`src/rtl/yuv422_fifo_packer.sv`:
```
// yuv422_fifo_packer: YUV444 pixel stream to YUYV FIFO words with 4:2:2 chroma averaging,
// frame tagging, geometry checks and whole-frame drop on FIFO backpressure.
module yuv422_fifo_packer #(
    parameter int BITS     = 8,
    parameter int WIDTH    = 1280,
    parameter int HEIGHT   = 960,
    parameter int CNT_BITS = 16
) (
    input  logic                pclk,
    input  logic                rst_n,
    input  logic                in_href,
    input  logic                in_vsync,
    input  logic [BITS-1:0]     in_y,
    input  logic [BITS-1:0]     in_u,
    input  logic [BITS-1:0]     in_v,
    input  logic                fifo_full,
    output logic                fifo_wr,
    output logic [2*BITS+1:0]   fifo_wdata,
    output logic                frame_done,
    output logic                frame_dropped,
    output logic                size_err,
    output logic [CNT_BITS-1:0] line_cnt,
    output logic [CNT_BITS-1:0] drop_cnt
);
    typedef enum logic [1:0] {IDLE, WAIT_FRAME, ACTIVE, DROP} state_t;
    state_t state, state_nx;

    logic                href_d, vsync_d, vsync_q, href_q;
    logic [BITS-1:0]     y_d, u_d, v_d, y0, u0, v0;
    logic [BITS-1:0]     b_luma, b_chroma;
    logic                b_eol, pend_b, phase, sof_arm, end_req;
    logic [CNT_BITS-1:0] pix_cnt, line_cnt_nx;
    logic                href_act, vs_rise, vs_fall, line_end, in_frame, start;
    logic                due_a, due_f, due_b, due, take_a, fin, size_err_nx;
    logic [BITS:0]       u_sum, v_sum;
    logic [2*BITS+1:0]   wdata_nx;

    always_ff @(posedge pclk or negedge rst_n) begin
        if (!rst_n) state <= IDLE;
        else        state <= state_nx;
    end

    always_comb begin
        state_nx = state;
        case (state)
            IDLE:       state_nx = vs_rise ? WAIT_FRAME : IDLE;
            WAIT_FRAME: state_nx = vs_fall ? ACTIVE : WAIT_FRAME;
            ACTIVE:     state_nx = (due && fifo_full) ? DROP : fin ? WAIT_FRAME : ACTIVE;
            DROP:       state_nx = fin ? WAIT_FRAME : DROP;
            default:    state_nx = IDLE;
        endcase
    end

    // href during vsync blanking is not pixel data
    always_comb begin
        href_act    = href_d & ~vsync_d;
        vs_rise     = vsync_d & ~vsync_q;
        vs_fall     = ~vsync_d & vsync_q;
        line_end    = href_q & ~href_act;
        in_frame    = (state == ACTIVE) || (state == DROP);
        start       = (state == WAIT_FRAME) && vs_fall;
        due_a       = (state == ACTIVE) && href_act && phase;
        due_f       = (state == ACTIVE) && line_end && phase;
        due_b       = (state == ACTIVE) && pend_b;
        due         = due_a | due_f | due_b;
        take_a      = (due_a | due_f) & ~fifo_full;
        fin         = in_frame && (vs_rise || end_req) && !due;
        u_sum       = {1'b0, u0} + {1'b0, u_d} + (BITS+1)'(1);
        v_sum       = {1'b0, v0} + {1'b0, v_d} + (BITS+1)'(1);
        line_cnt_nx = line_cnt + {{(CNT_BITS-1){1'b0}}, line_end & ~&line_cnt};
        size_err_nx = size_err | (line_end && pix_cnt != CNT_BITS'(WIDTH))
                               | (fin && line_cnt_nx != CNT_BITS'(HEIGHT));
        wdata_nx    = due_b ? {1'b0, b_eol | line_end, b_chroma, b_luma}
                            : {sof_arm, 1'b0, due_a ? u_sum[BITS:1] : u0, y0};
    end

    always_ff @(posedge pclk or negedge rst_n) begin
        if (!rst_n) begin
            href_d <= 1'b0; vsync_d <= 1'b0; vsync_q <= 1'b0; href_q <= 1'b0;
            y_d <= '0; u_d <= '0; v_d <= '0; y0 <= '0; u0 <= '0; v0 <= '0;
            b_luma <= '0; b_chroma <= '0; b_eol <= 1'b0; pend_b <= 1'b0;
            phase <= 1'b0; sof_arm <= 1'b0; end_req <= 1'b0; pix_cnt <= '0;
            fifo_wr <= 1'b0; fifo_wdata <= '0; frame_done <= 1'b0; frame_dropped <= 1'b0;
            size_err <= 1'b0; line_cnt <= '0; drop_cnt <= '0;
        end else begin
            href_d        <= in_href;
            vsync_d       <= in_vsync;
            y_d           <= in_y;
            u_d           <= in_u;
            v_d           <= in_v;
            vsync_q       <= vsync_d;
            href_q        <= href_act;
            fifo_wr       <= due & ~fifo_full;
            frame_done    <= fin && state == ACTIVE;
            frame_dropped <= fin && state == DROP;
            pend_b        <= take_a;
            if (due && !fifo_full) fifo_wdata <= wdata_nx;
            if (fin && state == DROP && !(&drop_cnt)) drop_cnt <= drop_cnt + 1'b1;
            if (take_a) begin
                b_luma   <= due_a ? y_d : y0;
                b_chroma <= due_a ? v_sum[BITS:1] : v0;
                b_eol    <= due_f;
                sof_arm  <= 1'b0;
            end
            if (href_act && !phase) begin
                y0 <= y_d;
                u0 <= u_d;
                v0 <= v_d;
            end
            if (start) begin
                line_cnt <= '0;
                size_err <= 1'b0;
                sof_arm  <= 1'b1;
                end_req  <= 1'b0;
                pix_cnt  <= '0;
                phase    <= 1'b0;
            end else if (in_frame) begin
                if (href_act) begin
                    pix_cnt <= pix_cnt + {{(CNT_BITS-1){1'b0}}, ~&pix_cnt};
                    phase   <= ~phase;
                end
                if (line_end) begin
                    pix_cnt <= '0;
                    phase   <= 1'b0;
                end
                line_cnt <= line_cnt_nx;
                size_err <= size_err_nx;
                end_req  <= (end_req | vs_rise) & ~fin;
            end
        end
    end
endmodule

```
`config.mk`:
```
export PLATFORM = sky130hd
export DESIGN_NAME = yuv422_fifo_packer
export DESIGN_NICKNAME = d
export VERILOG_FILES = /design/src/rtl/yuv422_fifo_packer.sv
export SDC_FILE = /design/constraint.sdc
export NUM_CORES = 1
export LEC_CHECK = 0
export BUFFER_PORTS_ARGS = -buffer_cell sky130_fd_sc_hd__buf_2
export CELL_PAD_IN_SITES_DETAIL_PLACEMENT = 1
export CELL_PAD_IN_SITES_GLOBAL_PLACEMENT = 1
export CORE_MARGIN = 2
export CORE_UTILIZATION = 39
export CTS_CLUSTER_DIAMETER = 200
export DETAILED_ROUTE_END_ITERATION = 10
export GPL_ROUTABILITY_DRIVEN = 0
export PLACE_DENSITY = 0.66
export SYNTH_ARGS = -nofsm -noshare
export SYNTH_HDL_FRONTEND = slang
export SYNTH_SLANG_ARGS = --single-unit
```
`constraint.sdc`:
```
create_clock -name pclk -period 4.7 [get_ports pclk]
set_clock_uncertainty 0.2 [all_clocks]
set_input_delay 0.235 -clock pclk [delete_from_list [all_inputs] [get_ports pclk]]
set_output_delay 0.235 -clock pclk [all_outputs]
set_load 0.05 [all_outputs]
```
**Word level (Yosys, flattened, before mapping)**

Index checks and enable logic that the tools add are counted.

- Input port bits: 29
- Word-level logic and storage cells: 116
- Output and inout bits: 54
- Register bits after elaboration: 145

- Equal/unequal tests: 5
- Bitwise gates (word level): 20
- Reduce and logical (&&, ||, !) cells: 32
- Muxes and demuxes: 26
- Add/subtract/negate cells: 7

Operators with widths:

| operator | number |
|---|---|
| $mux W16 | 6 |
| $reduce_and A16 Y1 | 3 |
| $add A16 B1 Y16 | 2 |
| $mux W8 | 3 |
| $add A8 B8 Y9 | 2 |
| $add A9 B1 Y9 const B | 2 |
| $mux W18 | 1 |
| $add A16 B1 Y16 const B | 1 |
| $logic_and A1 B1 Y1 | 16 |
| $ne A16 B10 Y1 const B | 1 |
| $ne A16 B11 Y1 const B | 1 |
| $mux W1 | 11 |
| $and A1 B1 Y1 | 8 |
| $mux W2 | 4 |
| $pmux W2 S4 | 1 |
| $logic_not A1 Y1 | 6 |
| $not A1 Y1 | 6 |
| $or A1 B1 Y1 | 6 |
| $eq A2 B2 Y1 const B | 2 |
| $reduce_bool A2 Y1 | 2 |
| $reduce_bool A3 Y1 | 1 |
| $eq A2 B1 Y1 const B | 1 |
| $logic_not A2 Y1 | 1 |
| $logic_or A1 B1 Y1 | 2 |
| $reduce_and A2 Y1 | 1 |

**Longest topological paths before layout**

- Depth in word-level cells: 14
- Depth in mapped cells: 12
- Gate-level depth less buffers: 12

**Least setup slack after synthesis**

No wires, ideal clock.

- Kind: flip-flop to flip-flop
- Start: register line_cnt[3]
- End: register size_err
- Data arrival time: 2.595 ns
- Library setup time: 0.142 ns
- Required time: 4.358 ns
- Period minus slack after synthesis: 2.937 ns
- Path buffers: 2
- Stages on the path, launching flop included: 13
- Path slack: 1.763 ns
- Path through: dfrtp_1 buf_2 nand4_1 nor3_1 a21boi_0 ha_1 buf_2 and4_1 nand3_1 or3_1 xnor2_1 nor2_1 a41oi_2

- Cells in the longest elaborated chain, start to end: 9

RTL lines:

| element | RTL line | text |
|---|---|---|
| start, declared | 22 | `output logic [CNT_BITS-1:0] line_cnt,` |
| start signal, assigned | 126 | `line_cnt <= line_cnt_nx;` |
| $reduce_and A16 Y1 | 70 | `line_cnt_nx = line_cnt + {{(CNT_BITS-1){1'b0}}, line_end & ~&line_cnt};` |
| $logic_not A1 Y1 | 70 |  |
| $and A1 B1 Y1 | 70 |  |
| $add A16 B1 Y16 (*) | 70 |  |
| $ne A16 B10 Y1 (*) | 72 | `\| (fin && line_cnt_nx != CNT_BITS'(HEIGHT));` |
| $logic_and A1 B1 Y1 (*) | 72 |  |
| $or A1 B1 Y1 (*) | 72 |  |
| $mux W1 (*) | 117 | `end else if (in_frame) begin` |
| $mux W1 (*) | 110 | `if (start) begin` |
| end signal, assigned | 127 | `size_err <= size_err_nx;` |
| end, declared | 21 | `output logic size_err,` |

Mark *: on every way between the ends. The rest lies on a longest branch, timed or not. The select of a mux whose other input is x is not followed.
A chain may end at the register's enable or synchronous reset.

**Worst setup path after layout**

- Start: register vsync_d
- End: register size_err

- Cells in the longest elaborated chain, start to end: 14
- Elaborated cells between the ends (all ways): 27
- Classes of those cells: add/sub (1); eq/ne (1); mux (2); bitwise (11); reduce/logical (12)

RTL lines:

| element | RTL line | text |
|---|---|---|
| start, declared | 28 | `logic href_d, vsync_d, vsync_q, href_q;` |
| start signal, assigned | 87 | `vsync_d <= in_vsync;` |
| branches (longest 14 deep; another with $add A16 B1 Y16) | -- |  |

Several ways; the timed one is not identified. The select of a mux whose other input is x is not followed.

==> reports/qor.csv <==
stage,metric,value,unit
synth,unique cell type count in the Yosys netlist,72,
synth,Synth Instances,687,
die,Rows,49,
clock_network,Root Driver,clkbuf_16,
placed_design,hpwl dp,12200,µm
synth,Yosys top cell area share,0.517,
clock_network,CTS tree,done,
clock_network,CTS max path bufs,2,
worst_setup_path,CP Launch Type,flop,
global_route,GR Overflow Total,0,
drt,drt via density,5.45,
synth,syn_area_per_cell,10.2,µm²
drt,Routed WL,18500,µm
power_and_ir_drop,Peak VDD IR,0.330,mV
die,die area,19100,µm²
timing,minimum clock period,3150,ps
timing,fmax,318,MHz
run_status,status,"complete, no violations",
final_layout,"commonest cells after routing, fill and taps aside","dfrtp_1, nand2_1, buf_2",
power_and_ir_drop,P_leak,3.89,nW
timing,Slew Limit Fails,0,
final_layout,Area Overhead vs Synth,21.5,%
worst_setup_path,CP Cell Sequence,nand2b_1 -> and2_1 -> a21boi_0 -> ha_1 -> and4_1 -> nand3_1 -> or3_1 -> xnor2_1 -> nor2_1 -> a41oi_2,
die,core area,17800,µm²
final_layout,Layout Nets,838,
synth,ys async rst share,1.00,
synth,register area share after synthesis,0.517,
worst_setup_path,type of the worst setup path,reg -> reg,
synth,#FFs+latches synth,145,
drt,DR pass1 iterations,4,
worst_setup_path,Crit Path Max Fanout,10,
die,chip height,138,µm
final_layout,layout cells sized above 1,0.207,
synth,Synth Cell Area,7020,µm²
global_route,largest net degree at the start of global routing,106,
drt,wire length per cell,17.9,µm
placed_design,Inst Count DP,970,
worst_hold_path,HP Class,in -> reg,
die,Die X,138,µm
synth,"EDFF count, synth",0,
final_layout,fin area,8520,µm²
timing,Fin Setup TNS,0,ps
clock_network,Setup Buffers After CTS,0,
final_layout,"Core Util, Final",0.479,
timing,headroom to the max-slew limit,0.289,
global_route,initial antenna violation count,0,
die,Initial Util,0.395,
worst_setup_path,"Slowest-stage cell, CP",dfrtp_1,
final_layout,"most common cell after layout, fill and taps aside",dfrtp_1,
global_route,first-pass GRT wire length,31300,µm
worst_setup_path,"Req. time, crit path",4790,ps
timing,Tcrit/Tclk final,0.670,
timing,Final Hold Fails,0,
synth,ys flop type,dfrtp_1,
clock_network,Clock Sinks,145,
drt,Vias,5610,
global_route,vias in the first global route,6059,
synth,leading area contributor after synthesis,dfrtp_1,
power_and_ir_drop,pwr dens,575,nW/µm²
final_layout,Non-Filler Instances,1030,
synth,"top cells by area, synth","dfrtp_1, nand2_1, mux2_2",
drt,1st-iter DRT viols,281,
power_and_ir_drop,total chip power,4.90,mW
placed_design,PortBufs,82,
clock_network,number of CTS-inserted buffers,17,
synth,Post-Syn Nets,737,
die,Ports,83,
worst_setup_path,Worst setup EP type,flop,
timing,final worst slack,1550,ps
worst_setup_path,"slowest stage delay, CP",420,ps
clock_network,Worst-Skew Late Latency,430,ps
final_layout,Antenna Cells,0,
placed_design,dpl ws,1580,ps
drt,Post-DRT Antenna Nets,0,
synth,synth warn,0,
flow_run,max-cap violation count,0,
timing,count of final setup violators,0,
clock_network,Worst-path clk slew,60,ps
timing,RSZ-0062 raised after global routing,no,
timing,hold slack,242,ps
worst_setup_path,"Arr. time, crit path",3240,ps
placed_design,placed instance area,7610,µm²
global_route,Tot GR Track Use,0.202,
clock_network,H-tree levels,4,
timing,Worst Max-Slew Pin Slew,1060,ps
drt,DRC,0,
worst max-delay path: cells and delay by family, from the launching register on:
kind	cells	cell delay, ps
AO/OA/AOI/OAI	2	390
XOR/XNOR	1	150
adder cells (fa/ha/maj)	1	390
flip-flops	1	420
AND/OR/NAND/NOR	6	1450
repair_timing:
item / in CTS / in global routing
hold buffers: 28 / 0
resized for setup: 0 / 0
endpoints found under the hold margin: 132 / 0
setup endpoints to repair: 0 / 0
routing by layer:
metal	up-vias	GRT usage	share of wire	routed length [µm]
li1	2662	-	-	-
met1	2839	0.267	0.47	8630
met2	88	0.338	0.49	8990
met3	21	0.0419	0.031	567
met4	0	0.0564	0.014	260
met5	-	0	0	0
cell type report:
cell class / instances / area, µm²
tap: 229 / 287
timing repair buffer: 113 / 719
multi-input combinational: 501 / 3220
inverter: 10 / 37.5
fill: 2014 / 9260
clock inverter: 13 / 186
clock buffer: 19 / 443
sequential: 145 / 3630
worst paths after layout:
kind                       startpoint            end  slack [ps]  depth (start not counted)
max                           vsync_d       size_err        1550                         10
max reg2reg                   vsync_d       size_err        1550                         10
min in group asynchronous       rst_n      b_luma[1]         260                          2
min                           in_v[7]         v_d[7]         240                          2
max in group asynchronous       rst_n  fifo_wdata[4]        2850                          3
min reg2reg                   vsync_d        vsync_q         280                          0
power breakdown:
part / switching (mW) / leakage, nW / internal, mW / total [mW]
combinational: 1.01 / 1.78 / 0.569 / 1.58
clock: 0.550 / 0.295 / 0.902 / 1.45
sequential: 0.308 / 1.81 / 1.56 / 1.87
Yosys cell counts, drive strengths merged, types with 7 or more instances:
cell and instances:
a21o 9, a21oi 36, a31oi 25, and3 12
buf 19, clkbuf 12, dfrtp 145, ha 19
inv 9, mux2 26, nand2 92, nand3 29
nand4 18, nor2 57, nor3 11, nor4 7
o21ai 49, xnor2 24, xor2 13
flip-flops by register name, summed over array words and instances (netlist names), 2 cells and up:
signal	count
line_cnt	16
state	2
u_d	8
y_d	8
v0	8
b_luma	8
drop_cnt	16
u0	8
v_d	8
b_chroma	8
fifo_wdata	18
pix_cnt	16
y0	8
kinds of logic after synthesis:
group / synth area share
xor gates and xnor gates: 0.0462
AOI/OAI and AO/OA: 0.143
muxes: 0.0446
buffers and inverters: 0.0255
DFF: 0.517
and+or+nand+nor: 0.184
adders and majority gates: 0.0396
Power figures use the tool's default switching activity.
